### config.mk
export PLATFORM = sky130hd
export DESIGN_NAME = msg_frame_rx
export DESIGN_NICKNAME = d
export VERILOG_FILES = /design/src/rtl/msg_pkg.sv /design/src/rtl/msg_frame_decode.sv /design/src/rtl/msg_frame_rx.sv
export SDC_FILE = /design/constraint.sdc
export NUM_CORES = 1
export LEC_CHECK = 0
export ABC_AREA = 1
export CAP_MARGIN = 20
export CORE_ASPECT_RATIO = 1.25
export CORE_MARGIN = 10
export CORE_UTILIZATION = 60
export CTS_CLUSTER_SIZE = 16
export DETAILED_ROUTE_END_ITERATION = 6
export PLACE_DENSITY = 0.87
export SYNTH_ARGS = -nofsm -noshare
export SYNTH_HDL_FRONTEND = slang
export SYNTH_SLANG_ARGS = --single-unit
### constraint.sdc
create_clock -name clk_50M -period 3.95 [get_ports clk_50M]
set_input_delay 0.79 -clock clk_50M [delete_from_list [all_inputs] [get_ports clk_50M]]
set_output_delay 0.79 -clock clk_50M [all_outputs]
set_load 0.1 [all_outputs]
### src/rtl/msg_pkg.sv
// Shared definitions for the message-frame receiver.
//   ASCII codes for the frame keywords, the decoded frame-type enum,
//   receiver FSM state encodings and a width helper.
package msg_pkg;

  localparam logic [7:0] CH_HASH = 8'h23;
  localparam logic [7:0] CH_DASH = 8'h2D;
  localparam logic [7:0] CH_0    = 8'h30;
  localparam logic [7:0] CH_1    = 8'h31;
  localparam logic [7:0] CH_B    = 8'h42;
  localparam logic [7:0] CH_F    = 8'h46;
  localparam logic [7:0] CH_I    = 8'h49;
  localparam logic [7:0] CH_M    = 8'h4D;
  localparam logic [7:0] CH_P    = 8'h50;
  localparam logic [7:0] CH_S    = 8'h53;
  localparam logic [7:0] CH_U    = 8'h55;

  // Longest recognised frame is "PBM-SU-Bd-#"; nothing beyond it is ever compared.
  localparam int DEC_BYTES = 11;

  typedef enum logic [1:0] {
    FT_NONE = 2'd0,
    FT_IFM  = 2'd1,
    FT_PBM  = 2'd2,
    FT_ERR  = 2'd3
  } frame_type_e;

  localparam logic [1:0] ST_COLLECT = 2'd0;
  localparam logic [1:0] ST_DISCARD = 2'd1;
  localparam logic [1:0] ST_DECODE  = 2'd2;

  // Bits needed to hold any value 0..max_val (at least 1).
  function automatic int cnt_width(input int unsigned max_val);
    return (max_val < 2) ? 1 : $clog2(max_val + 1);
  endfunction

endpackage

### src/rtl/msg_frame_decode.sv
// Combinational frame classifier.
//   frame_i      first DEC_BYTES bytes of the frame buffer, byte 0 in the LSBs
//   len_i        frame length in bytes, including the terminating '#'
//   ftype_o      FT_IFM / FT_PBM / FT_ERR
//   unit_oh_o    one-hot fault unit (IFM only, else 0)
//   block_idx_o  block index d-'1' (PBM only, else 0)
//   err_o        frame not recognised
module msg_frame_decode
  import msg_pkg::*;
#(
  parameter int                     MAX_LEN    = 12,
  parameter int                     NUM_UNITS  = 3,
  parameter logic [8*NUM_UNITS-1:0] UNIT_CODES = 24'h52_43_45,
  parameter int                     NUM_BLOCKS = 4,
  localparam int                    LW         = cnt_width(MAX_LEN),
  localparam int                    BW         = cnt_width(NUM_BLOCKS - 1)
) (
  input  logic [8*DEC_BYTES-1:0] frame_i,
  input  logic [LW-1:0]          len_i,
  output frame_type_e            ftype_o,
  output logic [NUM_UNITS-1:0]   unit_oh_o,
  output logic [BW-1:0]          block_idx_o,
  output logic                   err_o
);

  logic [DEC_BYTES-1:0][7:0] b;
  logic                      is_ifm;
  logic                      is_pbm;
  logic                      digit_ok;
  logic [7:0]                digit;
  logic [NUM_UNITS-1:0]      unit_hit;

  assign b = frame_i;

  // len >= 5 keeps the unit letter inside the frame; stale bytes never match.
  assign is_ifm = (len_i >= LW'(5)) && b[0] == CH_I && b[1] == CH_F &&
                  b[2] == CH_M && b[3] == CH_DASH;

  assign is_pbm = (len_i == LW'(11)) && b[0] == CH_P && b[1] == CH_B &&
                  b[2] == CH_M && b[3] == CH_DASH && b[4] == CH_S &&
                  b[5] == CH_U && b[6] == CH_DASH && b[7] == CH_B &&
                  b[9] == CH_DASH && b[10] == CH_HASH;

  assign digit    = b[8];
  assign digit_ok = (digit >= CH_1) && (digit <= CH_0 + 8'(NUM_BLOCKS));

  always_comb begin
    unit_hit = '0;
    for (int i = 0; i < NUM_UNITS; i++) begin
      unit_hit[i] = (b[4] == UNIT_CODES[8*i +: 8]);
    end
  end

  always_comb begin
    ftype_o     = FT_ERR;
    unit_oh_o   = '0;
    block_idx_o = '0;
    if (is_ifm && |unit_hit) begin
      ftype_o   = FT_IFM;
      unit_oh_o = unit_hit;
    end else if (is_pbm && digit_ok) begin
      ftype_o     = FT_PBM;
      block_idx_o = BW'(digit - CH_1);
    end
  end

  assign err_o = (ftype_o == FT_ERR);

endmodule

### src/rtl/msg_frame_rx.sv
// UART message-frame receiver: collects '#'-terminated ASCII frames from the
// byte receiver, decodes IFM fault / PBM pick-block messages and provides the
// post-start arming delay.
//   clk_50M, rst_n          clock, synchronous active-low reset
//   rx_msg, rx_complete     byte and byte-ready level (taken on rising edge)
//   start_n                 active-low start request
//   flag_clr                clears held flags when STICKY=1
//   fault_flag              per-unit fault event
//   pick_block_flag         PBM frame decoded
//   block_location          block index from the last valid PBM
//   frame_err               1-cycle pulse on overflow or unrecognised frame
//   armed                   start delay elapsed
//
// state      | meaning
// COLLECT    | storing bytes, waiting for '#'
// DISCARD    | overflowed, dropping bytes up to the next '#'
// DECODE     | one cycle: classify buffer, register events, restart
module msg_frame_rx
  import msg_pkg::*;
#(
  parameter int                     MAX_LEN     = 12,
  parameter int                     NUM_UNITS   = 3,
  parameter logic [8*NUM_UNITS-1:0] UNIT_CODES  = 24'h52_43_45,
  parameter int                     NUM_BLOCKS  = 4,
  parameter int unsigned            START_DELAY = 1_500_000_000,
  parameter int                     STICKY      = 0,
  localparam int                    BW          = cnt_width(NUM_BLOCKS - 1)
) (
  input  logic                 clk_50M,
  input  logic                 rst_n,
  input  logic [7:0]           rx_msg,
  input  logic                 rx_complete,
  input  logic                 start_n,
  input  logic                 flag_clr,
  output logic [NUM_UNITS-1:0] fault_flag,
  output logic                 pick_block_flag,
  output logic [BW-1:0]        block_location,
  output logic                 frame_err,
  output logic                 armed
);

  localparam int LW = cnt_width(MAX_LEN);
  localparam int CW = cnt_width(START_DELAY);

  logic                      rx_q;
  logic [1:0]                state_q, state_d;
  logic [LW-1:0]             len_q, len_d;
  logic [DEC_BYTES-1:0][7:0] buf_q, buf_d;
  logic                      pend_vld_q, pend_vld_d;
  logic [7:0]                pend_q, pend_d;
  logic [NUM_UNITS-1:0]      fault_q, fault_d;
  logic                      pick_q, pick_d;
  logic [BW-1:0]             loc_q, loc_d;
  logic                      ferr_q, ferr_d;
  logic                      start_q, start_d;
  logic [CW-1:0]             cnt_q, cnt_d;
  logic                      armed_q, armed_d;

  logic                      rise;
  logic                      in_vld;
  logic [7:0]                in_byte;
  logic [NUM_UNITS-1:0]      ev_fault;
  logic                      ev_pick;

  frame_type_e               dec_type;
  logic [NUM_UNITS-1:0]      dec_unit;
  logic [BW-1:0]             dec_idx;
  logic                      dec_err;

  assign rise = rx_complete & ~rx_q;

  msg_frame_decode #(
    .MAX_LEN    (MAX_LEN),
    .NUM_UNITS  (NUM_UNITS),
    .UNIT_CODES (UNIT_CODES),
    .NUM_BLOCKS (NUM_BLOCKS)
  ) u_decode (
    .frame_i     (buf_q),
    .len_i       (len_q),
    .ftype_o     (dec_type),
    .unit_oh_o   (dec_unit),
    .block_idx_o (dec_idx),
    .err_o       (dec_err)
  );

  always_comb begin
    state_d    = state_q;
    len_d      = len_q;
    buf_d      = buf_q;
    pend_vld_d = pend_vld_q;
    pend_d     = pend_q;
    loc_d      = loc_q;
    ferr_d     = 1'b0;
    ev_fault   = '0;
    ev_pick    = 1'b0;
    in_vld     = 1'b0;
    in_byte    = rx_msg;

    // A byte parked during DECODE is consumed first; a fresh edge in the same
    // cycle takes its place in the pending register.
    if (state_q != ST_DECODE) begin
      in_vld = pend_vld_q | rise;
      if (pend_vld_q) begin
        in_byte    = pend_q;
        pend_vld_d = rise;
        if (rise) pend_d = rx_msg;
      end
    end

    case (state_q)
      ST_COLLECT: begin
        if (in_vld) begin
          // Only the first DEC_BYTES positions are stored; later bytes are
          // never compared by the decoder.
          for (int i = 0; i < DEC_BYTES; i++) begin
            if (len_q == LW'(i)) buf_d[i] = in_byte;
          end
          len_d = len_q + LW'(1);
          if (in_byte == CH_HASH) begin
            state_d = ST_DECODE;
          end else if (len_q == LW'(MAX_LEN - 1)) begin
            ferr_d  = 1'b1;
            len_d   = '0;
            state_d = ST_DISCARD;
          end
        end
      end
      ST_DISCARD: begin
        if (in_vld && in_byte == CH_HASH) state_d = ST_COLLECT;
      end
      ST_DECODE: begin
        state_d = ST_COLLECT;
        len_d   = '0;
        if (rise) begin
          pend_vld_d = 1'b1;
          pend_d     = rx_msg;
        end
        if (dec_type == FT_IFM) ev_fault = dec_unit;
        if (dec_type == FT_PBM) begin
          ev_pick = 1'b1;
          loc_d   = dec_idx;
        end
        ferr_d = dec_err;
      end
      default: begin
        state_d = ST_COLLECT;
        len_d   = '0;
      end
    endcase

    // Held flags: a new event beats a simultaneous clear.
    if (STICKY == 0) begin
      fault_d = ev_fault;
      pick_d  = ev_pick;
    end else begin
      fault_d = fault_q;
      if (|ev_fault)     fault_d = fault_q | ev_fault;
      else if (flag_clr) fault_d = '0;
      pick_d = pick_q;
      if (ev_pick)       pick_d = 1'b1;
      else if (flag_clr) pick_d = 1'b0;
    end

    // Count only while start is requested; the count freezes on release.
    start_d = ~start_n;
    cnt_d   = cnt_q;
    if (start_q && cnt_q != CW'(START_DELAY)) cnt_d = cnt_q + CW'(1);
    armed_d = armed_q | (cnt_d == CW'(START_DELAY));
  end

  always_ff @(posedge clk_50M) begin
    if (!rst_n) begin
      rx_q       <= 1'b0;
      state_q    <= ST_COLLECT;
      len_q      <= '0;
      pend_vld_q <= 1'b0;
      pend_q     <= '0;
      fault_q    <= '0;
      pick_q     <= 1'b0;
      loc_q      <= '0;
      ferr_q     <= 1'b0;
      start_q    <= 1'b0;
      cnt_q      <= '0;
      armed_q    <= 1'b0;
    end else begin
      rx_q       <= rx_complete;
      state_q    <= state_d;
      len_q      <= len_d;
      pend_vld_q <= pend_vld_d;
      pend_q     <= pend_d;
      fault_q    <= fault_d;
      pick_q     <= pick_d;
      loc_q      <= loc_d;
      ferr_q     <= ferr_d;
      start_q    <= start_d;
      cnt_q      <= cnt_d;
      armed_q    <= armed_d;
    end
  end

  // Buffer contents beyond len are never looked at, so no reset is needed.
  always_ff @(posedge clk_50M) begin
    buf_q <= buf_d;
  end

  assign fault_flag      = fault_q;
  assign pick_block_flag = pick_q;
  assign block_location  = loc_q;
  assign frame_err       = ferr_q;
  assign armed           = armed_q;

endmodule

## Yosys cells after proc, flatten, opt, wreduce, memory -nomap -nowiden

Index checks and enable logic that the tools add are counted.

- Add/subtract/negate cells: 3
- Order comparisons: 3
- Equal/unequal tests: 38
- Multiplexer cells: 31
- Bitwise operators: 6
- Reductions and logical operators: 38

Operator list:

| kind | number |
|---|---|
| $eq A8 B7 Y1 const B | 11 |
| $mux W8 | 7 |
| $eq A8 B6 Y1 const B | 5 |
| $reduce_and A3 Y1 | 12 |
| $add A31 B1 Y31 const B | 1 |
| $eq A31 B31 Y1 const B | 1 |
| $mux W31 | 1 |
| $ne A31 B31 Y1 const B | 1 |
| $logic_and A1 B1 Y1 | 19 |
| $eq A4 B3 Y1 const B | 4 |
| $eq A4 B4 Y1 const B | 4 |
| $mux W2 | 7 |
| $mux W4 | 3 |
| $mux W1 | 10 |
| $eq A4 B2 Y1 const B | 2 |
| $ge A8 B6 Y1 const B | 1 |
| $le A8 B6 Y1 const B | 1 |
| $pmux W4 S2 | 1 |
| $eq A2 B2 Y1 const B | 3 |
| $ne A2 B2 Y1 const B | 3 |
| $reduce_and A2 Y1 | 3 |
| $add A4 B1 Y4 const B | 1 |
| $eq A2 B1 Y1 const B | 2 |
| $eq A4 B1 Y1 const B | 1 |
| 12 further kinds | 15 |

- Flip-flop bits (word level): 144
- Bits of input ports: 13
- Output and inout bits: 8

## Logic depth before layout (Yosys ltp)

Gate-level depths: netlist of run 1.

- Depth in word-level cells: 16
- Depth in mapped cells: 19
- Mapped depth without buffers: 18

## Hierarchy

A second synthesis of run 1 with hierarchy kept.

- Cell total of the unflattened synthesis: 872
- Area, all modules: 6980.4 µm²

By module, submodules not included:

| module | instances | cells an instance | area an instance (µm²) |
|---|---|---|---|
| msg_frame_rx | 1 | 729 | 6356.1 |
| msg_frame_decode | 1 | 143 | 624.3 |

## Worst setup path before layout of run 1

OpenSTA, ideal clock, no wires.

- Kind: in2reg
- Start: input rx_complete
- End: register buf_q[0] (netlist name), enable pin
- Data arrival time: 1.829 ns
- Required time: 3.580 ns
- Slack: 1.751 ns
- Stages: 8
- Buffers on the path: 0
- Cell sequence: inv_1 -> nor2_1 -> inv_1 -> a21oi_1 -> nand2_1 -> inv_1 -> nand2_1 -> nor2_1

- Longest elaborated chain between the ends: 4

RTL lines:

| item | line | source |
|---|---|---|
| start: declaration | msg_frame_rx.sv:32 | `input logic rx_complete,` |
| $and A1 B1 Y1 | msg_frame_rx.sv:70 | `assign rise = rx_complete & ~rx_q;` |
| $or A1 B1 Y1 | msg_frame_rx.sv:102 | `in_vld = pend_vld_q \| rise;` |
| $mux W1 | msg_frame_rx.sv:101 | `if (state_q != ST_DECODE) begin` |
| $reduce_and A3 Y1 (no line) | - |  |
| end signal: assignment | msg_frame_rx.sv:203 | `buf_q <= buf_d;` |
| end: declaration | msg_frame_rx.sv:48 | `logic [DEC_BYTES-1:0][7:0] buf_q, buf_d;` |

Every way passes these cells.
A chain may end at the register's enable or synchronous reset.

## Worst setup path after layout of run 1

- Start: input rx_complete
- End: register buf_q[2] (netlist name), enable pin

Same word-level chain as after synthesis.

==> results.cfg, run 1 <==
[pwr]
p_leak_nw = 3.06
p_total_mw = 3.37
power.density_nw_per_um2 = 440
vdd_drop_max_mv = 0.297

[sta]
slew_violations = 0
worst_pin_slew_ns = 0.971
finalHoldViolCount = 0
hold-worst-slack_ns = 0.495
maxClockFrequency_ghz = 0.367
rsz0062_at_grt = false
relSlewSlack_pct = 35.1
period_needed_ns = 2.72
fin_tns_setup_ns = 0
clock_skew_ns = 0.00704
setup_slack_ns = 1.23
fin_crit_sh_pct = 68.9
final-setup-viol-count = 0

[synthesis]
synth_seq_area_share_pct = 55.9
synth_edf_count = 88
syn-instance-count = 812
synthArstFlopShare_pct = 0
synth_flop_cell = edfxtp_1
synth_area_per_cell_sq_um = 8.29
netlist.area_leader.share_pct = 39.3
ys_ff_latch = 144
ys_top_cells_by_area = edfxtp_1, dfxtp_1, nand2_1
synth_top_area_cell = edfxtp_1
synthTopCellsByCount = nand2_1, nor2_1, edfxtp_1, inv_1, dfxtp_1
ys_warn_count = 0
synth.net_count = 835
yosysMostFrequentCell = nand2_1
syn_area_sq_um = 6730
post_synth_num_cell_types = 34

[floorplanning]
coreArea_sq_um = 11000
dieWidth_microns = 115
start_util_pct = 61.0
die_h_microns = 138
ioPinCount = 21
rows = 43
dieArea_sq_um = 15900

[routing]
drc_errors = 0
first_iter_violations = 371
via_per_inst = 5.35
vias = 5312
ant_nets = 0
drt_wl_total_mm = 14.9
firstDrtPassIters = 5
wl_per_cell_microns = 15.0

[critical_path]
path_class = input port to flop
critPathRequiredTime_ns = 3.99
cp_data_arrival_time_ns = 2.76
r2r_start = cnt_q[0]
start_kind = input port
end_kind = flop
r2r_end = armed
cp_max_fo = 8
reg2reg_slack_ns = 1.36
rr_worst_depth = 17

[flow_run]
cap_violations = 0

[min_path]
holdPathEnd = armed
hold_class = flop to flop
holdPathStages = 2
hold_path.startpoint = armed

[grt]
grt_usage_pct = 19.6
grt_overflow = 0
grt_pass1_vias = 5205
antenna_found_initial = 0
grt_max_degree = 32
grt_pass1_wl_mm = 25.0

[cts]
cts.sinks = 144
clkTransAtPathRegs_ns = 0.06
insertion_delay_ns = 0.41
postCtsResizedCells = 0
cts_root_buffer = clkbuf_16
cts-htree-levels = 4
cts_tree = done
cts_setup_buffers = 0
cts_inserted_buffers = 17
cts.path.max_buffers = 2
hold_buffers = 0

[cells_and_area]
area_growth_pct = 13.9
multi_input_area_sq_um = 2550
diodes = 0
postLayoutCellArea_sq_um = 7670
fin_nets = 869
nFillCells = 823
regArea_sq_um = 3760
drive_gt1_share_pct = 7.58

[status]
outcome = finished, final reports clean

[placed_design]
placed_cell_area_sq_um = 7070
port_buffers = 19
post-place-ws_ns = 0.906
dpl.hpwl_mm = 10.2
gp_congestion = 0.946
==> layout make-up <==
cell class / instances / area share, %
clock buffer: 17 / 5.55
multi-input combinational: 566 / 33.3
inverter: 89 / 4.36
clock inverter: 13 / 2.14
sequential: 144 / 49.1
tap: 135 / 2.20
timing repair buffer: 28 / 3.36
==> flip-flops by register name, summed over array words and instances, names as in the netlist <==
| register | flops |
|---|---|
| rx_q | 1 |
| cnt_q | 31 |
| block_location | 2 |
| pend_vld_q | 1 |
| start_q | 1 |
| buf_q | 88 |
| pick_block_flag | 1 |
| len_q | 4 |
| pend_q | 8 |
| state_q | 2 |
| armed | 1 |
| frame_err | 1 |
| fault_flag | 3 |
==> cells in the final DEF, fill, tap and decap left out, types with 3 or more instances in the layout <==
cell type        count
nand2_1            249
nor2_1             139
edfxtp_1            88
inv_1               81
dfxtp_1             56
a21oi_1             43
nand3_1             34
clkdlybuf4s50_1     19
clkbuf_16           17
o21ai_0             15
nor3_1              14
nor4_1              10
ha_1                10
nor2_2               9
xor2_1               9
nand4_1              9
buf_4                9
inv_2                7
nand2_2              5
nand3b_1             5
clkinv_4             3
bufinv_16            3
clkinv_2             3
==> per-layer routing <==
layer	part of all wire (%)	vias up	global-route usage [%]
met5	0	-	0
met3	5.2	41	4.42
met4	3.3	0	8.36
met1	38	2415	21.2
met2	53	162	35.1
li1	-	2694	-
==> cells by family after synthesis <==
logic type,synth area share [%]
AOI/OAI and AO/OA,4.85
xor gates and xnor gates,1.43
adders and majority gates,1.86
buffers and inverters,6.13
DFF,55.9
and+or+nand+nor,29.8
==> metrics by stage <==
| step | util [%] | cells |
|---|---|---|
| global route | 69.5 | 992 |
| CTS | 69.4 | 991 |
| detailed placement | 64.1 | 961 |
| global placement | 64.1 | 961 |
| finish | 69.5 | 992 |
| floorplan | - | 812 |
==> worst max-delay path, stage by stage <==
cell and delay, ns:
clkdlybuf4s50_1 0.49, inv_1 0.05, nor2_1 0.08, inv_1 0.06, a21oi_1 0.26, nand2_1 0.11, inv_1 0.20, nand2_1 0.14
nor2_1 0.59
==> power by group <==
| group | leakage (nW) | internal, mW | switching [mW] |
|---|---|---|---|
| Clock | 0.285 | 0.988 | 0.603 |
| Sequential | 1.25 | 1.62 | 0.0178 |
| Combinational | 1.52 | 0.0461 | 0.0978 |
==> worst max-delay path by stage <==
| stage | from | endpoint | slack (ns) | cells past startpoint |
|---|---|---|---|---|
| 6_report | rx_complete | buf_q[2] | 1.23 | 9 |
| 5_1_grt | cnt_q[0] | armed | 0.91 | 17 |
| 4_1_cts | block_location[1] | block_location[1] | 1.21 | 1 |
| 3_5_place_dp | rx_complete | buf_q[80] | 0.91 | 9 |
| 3_3_place_gp | rx_complete | buf_q[78] | 0.93 | 9 |
| 2_1_floorplan | rx_complete | buf_q[0] | 1.75 | 8 |
No activity file was read; power rests on OpenSTA's default activity.
==> run 2, diff against run 1 <==
--- a/config.mk
+++ b/config.mk
@@ -9,10 +9,10 @@
 export CAP_MARGIN = 20
 export CORE_ASPECT_RATIO = 1.25
 export CORE_MARGIN = 10
-export CORE_UTILIZATION = 60
+export CORE_UTILIZATION = 55
 export CTS_CLUSTER_SIZE = 16
 export DETAILED_ROUTE_END_ITERATION = 6
-export PLACE_DENSITY = 0.87
+export PLACE_DENSITY = 0.84
 export SYNTH_ARGS = -nofsm -noshare
 export SYNTH_HDL_FRONTEND = slang
 export SYNTH_SLANG_ARGS = --single-unit
==> constraint.sdc (replaced) <==
create_clock -name clk_50M -period 2.2 [get_ports clk_50M]
set_input_delay 0.44 -clock clk_50M [delete_from_list [all_inputs] [get_ports clk_50M]]
set_output_delay 0.44 -clock clk_50M [all_outputs]
set_load 0.1 [all_outputs]
==> results.cfg, run 2 (synthesis results as in run 1) <==
[status]
outcome = finished, final reports clean

[flow_run]
cap_violations = 0

[min_path]
hold_path.startpoint = armed
holdPathStages = 2
holdPathEnd = armed
hold_class = flop to flop

[floorplanning]
die_h_microns = 144
rows = 45
start_util_pct = 55.9
coreArea_sq_um = 12000
dieWidth_microns = 119
ioPinCount = 21
dieArea_sq_um = 17100

[cts]
cts_root_buffer = clkbuf_16
clkTransAtPathRegs_ns = 0.06
cts-htree-levels = 4
cts.sinks = 144
cts_tree = done
cts_inserted_buffers = 17
insertion_delay_ns = 0.42
cts.path.max_buffers = 2

[grt]
grt_pass1_vias = 5526
grt_usage_pct = 20.0
grt_max_degree = 43
grt_overflow = 0
grt_pass1_wl_mm = 26.6
antenna_found_initial = 0

[routing]
drt_wl_total_mm = 16.7
first_iter_violations = 406
via_per_inst = 5.23
vias = 5686
firstDrtPassIters = 6
wl_per_cell_microns = 15.3
ant_nets = 0
drc_errors = 0

[critical_path]
rr_worst_depth = 17
cp_max_fo = 5
end_kind = flop
cp_data_arrival_time_ns = 2.43
r2r_end = armed
reg2reg_slack_ns = 0.12
start_kind = flop
critPathRequiredTime_ns = 2.55
r2r_start = cnt_q[6]
path_class = flop to flop

[pwr]
p_total_mw = 6.21
power.density_nw_per_um2 = 748
p_leak_nw = 3.44
vdd_drop_max_mv = 0.456

[sta]
worst_pin_slew_ns = 0.477
finalHoldViolCount = 0
rsz0062_at_grt = true
slew_violations = 0
fin_crit_sh_pct = 94.6
clock_skew_ns = 0.0116
hold-worst-slack_ns = 0.490
maxClockFrequency_ghz = 0.480
period_needed_ns = 2.08
final-setup-viol-count = 0
relSlewSlack_pct = 68.2

[cells_and_area]
fin_nets = 933
nFillCells = 931
area_growth_pct = 23.4
drive_gt1_share_pct = 17.1
largest_reg_flops = 88
diodes = 0
max_flop_register = buf_q
final_common_cell = nand2_1
reg.largest.list = buf_q (88), cnt_q (31), pend_q (8)
final_cell_mix = nand2_1, nor2_1, edfxtp_1, inv_1, buf_4

[placed_design]
port_buffers = 19
dpl.hpwl_mm = 11.3
gp_congestion = 0.935
run 2: cell count changes in the layout (fill, tap and decap cells not counted), moves of 4 or more:
cell / previous run / this run
nor2_4: 2 / 10
nand2_2: 5 / 9
buf_4: 9 / 79
clkdlybuf4s50_1: 19 / 11
nor2_1: 139 / 127
nand2_1: 249 / 244
nor2_2: 9 / 14
run 2: how the worst max path moves through the flow:
stage	start	endpoint	cells after the start
global placement	cnt_q[0]	armed	18
detailed placement	cnt_q[0]	armed	18
CTS	cnt_q[0]	armed	15
floorplan	cnt_q[0]	armed	14
global route	cnt_q[15]	armed	17
finish	cnt_q[6]	armed	17
run 2: through the flow:
step	cells	util (%)	cell area (sq um)	setup slack [ns]	TNS, ns
after global placement	1053	62.8	7570	-0.243	-0.654
after detailed placement	1053	62.8	7570	-0.273	-1.47
after floorplan	812	-	6730	0.288	0
after CTS	1085	67.9	8190	0.0345	0
after global routing	1087	68.9	8300	-0.0780	-0.0780
final	1087	68.9	8300	0.118	0
run 2: repair_timing:
action,in CTS,in global routing
cloned,0,1
resized for setup,1,30
hold buffers,0,0
setup endpoints to repair,1,3
setup buffers,0,1
pin swaps,0,6
run 2: final cells by class:
type | count | area, sq um | share of cell area [%]
tap | 164 | 205 | 2.47
multi-input combinational | 567 | 2670 | 32.1
sequential | 144 | 3760 | 45.4
clock buffer | 18 | 429 | 5.17
timing repair buffer | 91 | 723 | 8.71
clock inverter | 14 | 180 | 2.17
inverter | 89 | 334 | 4.02
run 2: worst max-delay path: stages, from the launching register on:
cell	delay, ns
dfxtp_1	0.34
buf_4	0.15
nand2_1	0.12
nor2_2	0.20
nand2_1	0.16
nor2_4	0.18
nand2_1	0.07
nand2_1	0.05
nand2_1	0.04
nand2_1	0.07
nand2_1	0.06
nor2_1	0.10
nand2_1	0.06
nor2_1	0.13
nand2_1	0.07
nor2_1	0.11
nor2_1	0.05
nor2_1	0.07
run 2: where the power goes:
part	internal (mW)	leakage, nW	switching [mW]
logic	0.124	1.90	0.206
registers	2.90	1.25	0.0219
clock network	1.81	0.293	1.15
run 2: metal layers:
layer / vias to the layer above / routed length, microns / track usage [%]
met5: - / 0 / 0
met4: 0 / 876 / 12.1
met3: 70 / 736 / 3.61
met2: 189 / 9050 / 38.6
met1: 2595 / 6010 / 19.2
li1: 2832 / - / -
